**src/rtl/alu_arbiter.sv**
```systemverilog
// Round-robin arbiter sharing one registered ALU between two requesters.
// Each accepted operation walks IDLE -> ISSUE -> CAPTURE; result returns with a DONE pulse.
module alu_arbiter #(
    parameter int DATA_WIDTH = 8,
    parameter int OPC_WIDTH  = 4
) (
    input  logic                  CLK,
    input  logic                  RESET,
    input  logic                  REQ_0,
    input  logic [DATA_WIDTH-1:0] OPA_0,
    input  logic [DATA_WIDTH-1:0] OPB_0,
    input  logic [OPC_WIDTH-1:0]  OPC_0,
    output logic                  ACK_0,
    output logic                  DONE_0,
    input  logic                  REQ_1,
    input  logic [DATA_WIDTH-1:0] OPA_1,
    input  logic [DATA_WIDTH-1:0] OPB_1,
    input  logic [OPC_WIDTH-1:0]  OPC_1,
    output logic                  ACK_1,
    output logic                  DONE_1,
    output logic [DATA_WIDTH-1:0] RESULT,
    output logic                  BUSY,
    output logic [DATA_WIDTH-1:0] ALU_A,
    output logic [DATA_WIDTH-1:0] ALU_B,
    output logic [OPC_WIDTH-1:0]  ALU_OPC,
    input  logic [DATA_WIDTH-1:0] ALU_RESULT
);
    localparam int NREQ = 2;

    typedef enum logic [1:0] {
        IDLE    = 2'd0,
        ISSUE   = 2'd1,
        CAPTURE = 2'd2
    } state_t;

    logic [NREQ-1:0]                 req;
    logic [NREQ-1:0][DATA_WIDTH-1:0] opa;
    logic [NREQ-1:0][DATA_WIDTH-1:0] opb;
    logic [NREQ-1:0][OPC_WIDTH-1:0]  opc;

    assign req = {REQ_1, REQ_0};
    assign opa = {OPA_1, OPA_0};
    assign opb = {OPB_1, OPB_0};
    assign opc = {OPC_1, OPC_0};

    state_t                state_q;
    logic                  last_q;
    logic                  gnt_q;
    logic                  gnt_d;
    logic [NREQ-1:0]       ack_q;
    logic [NREQ-1:0]       done_q;
    logic                  busy_q;
    logic [DATA_WIDTH-1:0] result_q;
    logic [DATA_WIDTH-1:0] alu_a_q;
    logic [DATA_WIDTH-1:0] alu_b_q;
    logic [OPC_WIDTH-1:0]  alu_opc_q;

    // A lone requester wins outright; on a tie the one that did not finish last wins.
    always_comb begin
        gnt_d = req[1];
        if (&req)
            gnt_d = ~last_q;
    end

    always_ff @(posedge CLK or posedge RESET) begin
        if (RESET) begin
            state_q   <= IDLE;
            last_q    <= 1'b1;
            gnt_q     <= 1'b0;
            ack_q     <= '0;
            done_q    <= '0;
            busy_q    <= 1'b0;
            result_q  <= '0;
            alu_a_q   <= '0;
            alu_b_q   <= '0;
            alu_opc_q <= '0;
        end else begin
            ack_q  <= '0;
            done_q <= '0;
            case (state_q)
                IDLE: begin
                    if (|req) begin
                        gnt_q        <= gnt_d;
                        alu_a_q      <= opa[gnt_d];
                        alu_b_q      <= opb[gnt_d];
                        alu_opc_q    <= opc[gnt_d];
                        ack_q[gnt_d] <= 1'b1;
                        busy_q       <= 1'b1;
                        state_q      <= ISSUE;
                    end
                end
                ISSUE: begin
                    state_q <= CAPTURE;
                end
                CAPTURE: begin
                    // ALU output registered at the end of ISSUE is valid here.
                    result_q      <= ALU_RESULT;
                    done_q[gnt_q] <= 1'b1;
                    last_q        <= gnt_q;
                    busy_q        <= 1'b0;
                    state_q       <= IDLE;
                end
                default: begin
                    busy_q  <= 1'b0;
                    state_q <= IDLE;
                end
            endcase
        end
    end

    assign ACK_0   = ack_q[0];
    assign ACK_1   = ack_q[1];
    assign DONE_0  = done_q[0];
    assign DONE_1  = done_q[1];
    assign BUSY    = busy_q;
    assign RESULT  = result_q;
    assign ALU_A   = alu_a_q;
    assign ALU_B   = alu_b_q;
    assign ALU_OPC = alu_opc_q;
endmodule

```
**config.mk**
```make
export PLATFORM = sky130hd
export DESIGN_NAME = alu_arbiter
export DESIGN_NICKNAME = d
export VERILOG_FILES = /design/src/rtl/alu_arbiter.sv
export SDC_FILE = /design/constraint.sdc
export NUM_CORES = 1
export LEC_CHECK = 0
export ABC_CLOCK_PERIOD_IN_PS = 1500
export BUFFER_PORTS_ARGS = -buffer_cell sky130_fd_sc_hd__buf_2
export CELL_PAD_IN_SITES_DETAIL_PLACEMENT = 0
export CELL_PAD_IN_SITES_GLOBAL_PLACEMENT = 1
export CORE_MARGIN = 5
export CORE_UTILIZATION = 32
export CTS_CLUSTER_DIAMETER = 100
export DETAILED_ROUTE_END_ITERATION = 12
export PLACE_DENSITY = 0.79
export SYNTH_ARGS = -nofsm -noshare
export SYNTH_HDL_FRONTEND = slang
export SYNTH_SLANG_ARGS = --single-unit
```
**constraint.sdc**
```tcl
create_clock -name CLK -period 1.5 [get_ports CLK]
set_input_delay 0.225 -clock CLK [delete_from_list [all_inputs] [get_ports CLK]]
set_output_delay 0.225 -clock CLK [all_outputs]
set_load 0.02 [all_outputs]
```
Word level (Yosys, flattened, before mapping)

Index checks and enable logic that the tools add are counted.

Output and inout bits: 33
Flip-flop bits (word level): 37
Logic and storage cells: 44

Muxes and demuxes: 18
Magnitude comparators: 4
Equal/unequal tests: 3
Reductions and logical operators: 7
Bitwise logic cells: 2

Operators by type and width:

| cell               | number |
|---|---|
| $mux 8             | 4 |
| $mux 2             | 4 |
| $mux 4             | 2 |
| $reduce_and 2->1   | 3 |
| $lt 1x2->1 const B | 2 |
| $mux 1             | 4 |
| $pmux 2 s2         | 1 |
| $demux 1 s1        | 2 |
| $eq 2x1->1 const B | 1 |
| $eq 2x2->1 const B | 1 |
| $ge 1x1->1 const B | 2 |
| $logic_and 1x1->1  | 2 |
| $logic_not 2->1    | 1 |
| $ne 2x2->1 const B | 1 |
| $not 1->1          | 2 |
| $pmux 1 s2         | 1 |
| $reduce_or 2->1    | 1 |

Logic depth before layout (Yosys ltp)

Depth in word-level cells: 8
Depth in mapped cells: 5

Worst setup path before layout

No wires, ideal clock.

Path kind: flip-flop to flip-flop
Start point: reg last_q
End point: reg alu_a_q[0], in the netlist ALU_A[0]
Data required time: 1375 ps
Clock period less this slack: 1482 ps
Arrival: 1357 ps
Path slack: 18 ps
Library setup time: 125 ps
Path buffers: 1
Stages on the path, launching flop included: 5
Cells stage by stage: dfstp_2 -> a21bo_4 -> buf_6 -> mux2_4 -> mux2_4

Longest elaborated chain between the ends: 4

Ends and longest elaborated chain:

| element                                    | RTL line | source |
|---|---|---|
| from (decl)                                | 47       | `logic last_q;` |
| from (signal assigned)                     | 99       | `last_q <= gnt_q;` |
| $not 1->1                                  | 62       | `gnt_d = ~last_q;` |
| $mux 1                                     | 61       | `if (&req)` |
| $mux 8 (implied by the code) (2 in series) | 84       | `alu_a_q <= opa[gnt_d];` |
| to (signal assigned)                       | 84       |  |
| to (decl)                                  | 54       | `logic [DATA_WIDTH-1:0] alu_a_q;` |

Every way passes these cells. The select of a mux whose other input is x is not followed.
A chain may end at the register's enable or synchronous reset.

Worst setup path in the final report

Start point: reg last_q
End point: reg alu_a_q[7], in the netlist ALU_A[7]

The elaborated chain is that of the path after synthesis.

==> flow_metrics.py <==
metrics = {
    "yosys": {
        "synth.top_cells.by_area": "dfrtp_1, mux2_4, mux2_2",
        "synth.top_cell.area_share_pct": 51.9,
        "ys_types": 16,
        "syn-num-nets": 158,
        "yosys.area.top_type": "dfrtp_1",
        "yosysSeqAreaShare_pct": 53.4,
        "synth-seq-cells": 37,
        "avgSynthCellArea_sq_um": 16.4,
        "synthCells": 106,
        "yosys_warnings": 0,
        "synthesis.area_sq_um": 1740,
    },
    "drt": {
        "drc": 0,
        "wl_per_cell_microns": 13.6,
        "drtPass1Iterations": 2,
        "drt_iter0_markers": 8,
        "routed_via_density": 4.27,
        "dr_total_vias": 1175,
        "ant_nets": 0,
        "wl_microns": 3730,
    },
    "pwr": {
        "cellPowerDensity_nw_per_um2": 2070,
        "power_w": 0.00512,
        "irDropWorstVdd_mv": 0.981,
        "p_leak_nw": 1.33,
    },
    "placement": {
        "place_area_sq_um": 2340,
        "gp_congestion": 0.678,
        "portBuffers": 84,
        "dp_hpwl_microns": 2870,
        "dp_slack_ps": -28.7,
    },
    "setup_path": {
        "cp_cell_sequence": "a21bo_4 -> buf_12 -> mux2_4 -> mux2_4",
        "crit_top_cell": "mux2_4",
        "crit_fanout": 9,
        "worstSetupStartpointType": "flop",
        "cp-endpoint": "ALU_A[7]$_DFFE_PP0P_",
        "required_ps": 1670,
        "rrSetupSlack_ps": -30,
        "regToRegStartpoint": "last_q$_DFFE_PP1N_",
        "max_stage_delay_ps": 540,
        "r2r_end": "ALU_A[7]$_DFFE_PP0P_",
        "cp.depth": 4,
        "crit_buf_inv": 1,
        "worst_setup_path_end_kind": "flop",
        "reg2reg_depth": 4,
        "startpoint": "last_q$_DFFE_PP1N_",
        "critPathSlowestCell": "dfstp_2",
        "critPathKind": "reg -> reg",
        "crit_family": "flip-flops",
        "worst-endpoint-arrival_ps": 1700,
    },
    "sta": {
        "rsz0062_at_grt": "true",
        "maxSlewHeadroom_pct": 79.6,
        "fin_crit_ps": 1530,
        "hold_viol": 0,
        "drv_slew": 0,
        "final-setup-viol-count": 20,
        "fmax_mhz": 653,
        "fin_skew_ps": 3.26,
        "finalWorstSetupSlack_ps": -31.4,
        "worstMarginPinSlew_ps": 304,
        "fin_crit_sh_pct": 102,
    },
    "floorplan": {
        "start_util_pct": 33.4,
        "die_x_microns": 83.7,
        "dieArea_sq_um": 7000,
        "dieHeight_microns": 83.7,
        "row_count": 26,
        "core_area_sq_um": 5200,
        "ios": 85,
    },
    "final_layout": {
        "finish.instance_area_sq_um": 2470,
        "mostFrequentLayoutCells": "buf_2, mux2_4, dfrtp_1, mux2_2, clkbuf_8",
        "n_antenna_cell": 0,
        "nFillCells": 476,
        "area_growth_pct": 42.4,
        "final_common_cell": "buf_2",
        "final_core_util_pct": 47.5,
        "nNetsFinal": 256,
        "drive_gt1_share_pct": 74.6,
    },
    "grt": {
        "antenna_found_initial": 0,
        "grt_use_total_pct": 11.1,
        "overflow": 0,
        "grt_max_degree": 38,
        "grt_pass1_wl_microns": 6170,
        "grt_pass1_vias": 1264,
    },
    "cts": {
        "clk_latency_ps": 280,
        "cts_tree": "done",
        "cts_max_level": 2,
        "cts_sinks": 37,
        "numCtsBuffers": 5,
        "cts.path.max_buffers": 2,
        "clk_pin_slew_ps": 70,
        "root_buffer": "clkbuf_8",
    },
    "status": {
        "outcome": "finished with violations",
        "violations": "setup timing",
    },
    "min_path": {
        "hold_class": "in -> reg",
        "min_path_cells": 2,
    },
    "run": {
        "cap_violations": 0,
    },
}
stage by stage:
step	cells	TNS (ps)	hold slack (ps)
floorplan	106	0	375
global placement	265	-6.92	289
detailed placement	265	-241	294
CTS	275	-524	161
global route	275	-1070	163
finish	275	-398	170
timing repair:
| action | CTS | global route |
|---|---|---|
| setup endpoints to repair | 20 | 20 |
| endpoints found under the hold margin | 36 | 0 |
| buffers inserted | 1 | 0 |
| pin swaps | 0 | 1 |
| hold buffers | 1 | 0 |
| gates resized for setup | 0 | 4 |
how the worst min path moves through the flow:
stage	to	slack (ps)	startpoint
after floorplan	RESULT[6]$_DFFE_PP0N_	380	ALU_RESULT[6]
after global placement	ALU_A[2]$_DFFE_PP0P_	290	RESET
after detailed placement	ALU_A[2]$_DFFE_PP0P_	290	RESET
after CTS	RESULT[6]$_DFFE_PP0N_	160	ALU_RESULT[6]
after global routing	RESULT[7]$_DFFE_PP0N_	160	ALU_RESULT[7]
final	RESULT[6]$_DFFE_PP0N_	170	ALU_RESULT[6]
final cells by class:
type / instances / area (sq um) / area share (%)
clock buffer: 7 / 96.3 / 3.89
clock inverter: 1 / 5.00 / 0.202
inverter: 4 / 15.0 / 0.607
multi-input combinational: 60 / 767 / 31.0
sequential: 37 / 927 / 37.5
tap: 70 / 87.6 / 3.54
timing repair buffer: 96 / 576 / 23.3
registers in the layout (all words and copies together) (netlist names):
register,count
ALU_A,8
ALU_B,8
ALU_OPC,4
BUSY,1
RESULT,8
ack_q,2
done_q,2
gnt_q,1
last_q,1
state_q,2
worst register-to-register path: cells and delay by family, from the launching register on:
kind	cells	cell delay (ps)
muxes	2	550
buffers and inverters	1	150
AOI/OAI and AO/OA	1	180
DFF	1	540
cells in the mapped netlist:
library cell,number
a21bo_4,1
o21ai_0,2
buf_6,2
nand2b_1,1
a21o_1,2
mux2_4,36
nor3_1,1
dfrtp_1,36
inv_1,4
and2_1,1
nor2_1,3
buf_2,1
dfstp_2,1
mux2_2,12
buf_4,2
nor2b_1,1
power breakdown:
| part | internal (W) | switching [W] |
|---|---|---|
| Sequential | 0.00150 | 0.000241 |
| Clock | 0.000415 | 0.000331 |
| Combinational | 0.00138 | 0.00126 |
logic make-up after synthesis:
family	synth area share, %
compound gates	2.38
buf+inv	3.31
flops	53.4
mux	38.9
simple gates	2.02
metal layers:
layer	share of wire, %	track usage [%]
met3	7.4	3.46
met4	1.7	5.85
met5	0	0
met1	43	13.8
met2	48	17.3
(Power assumes the default switching activity.)
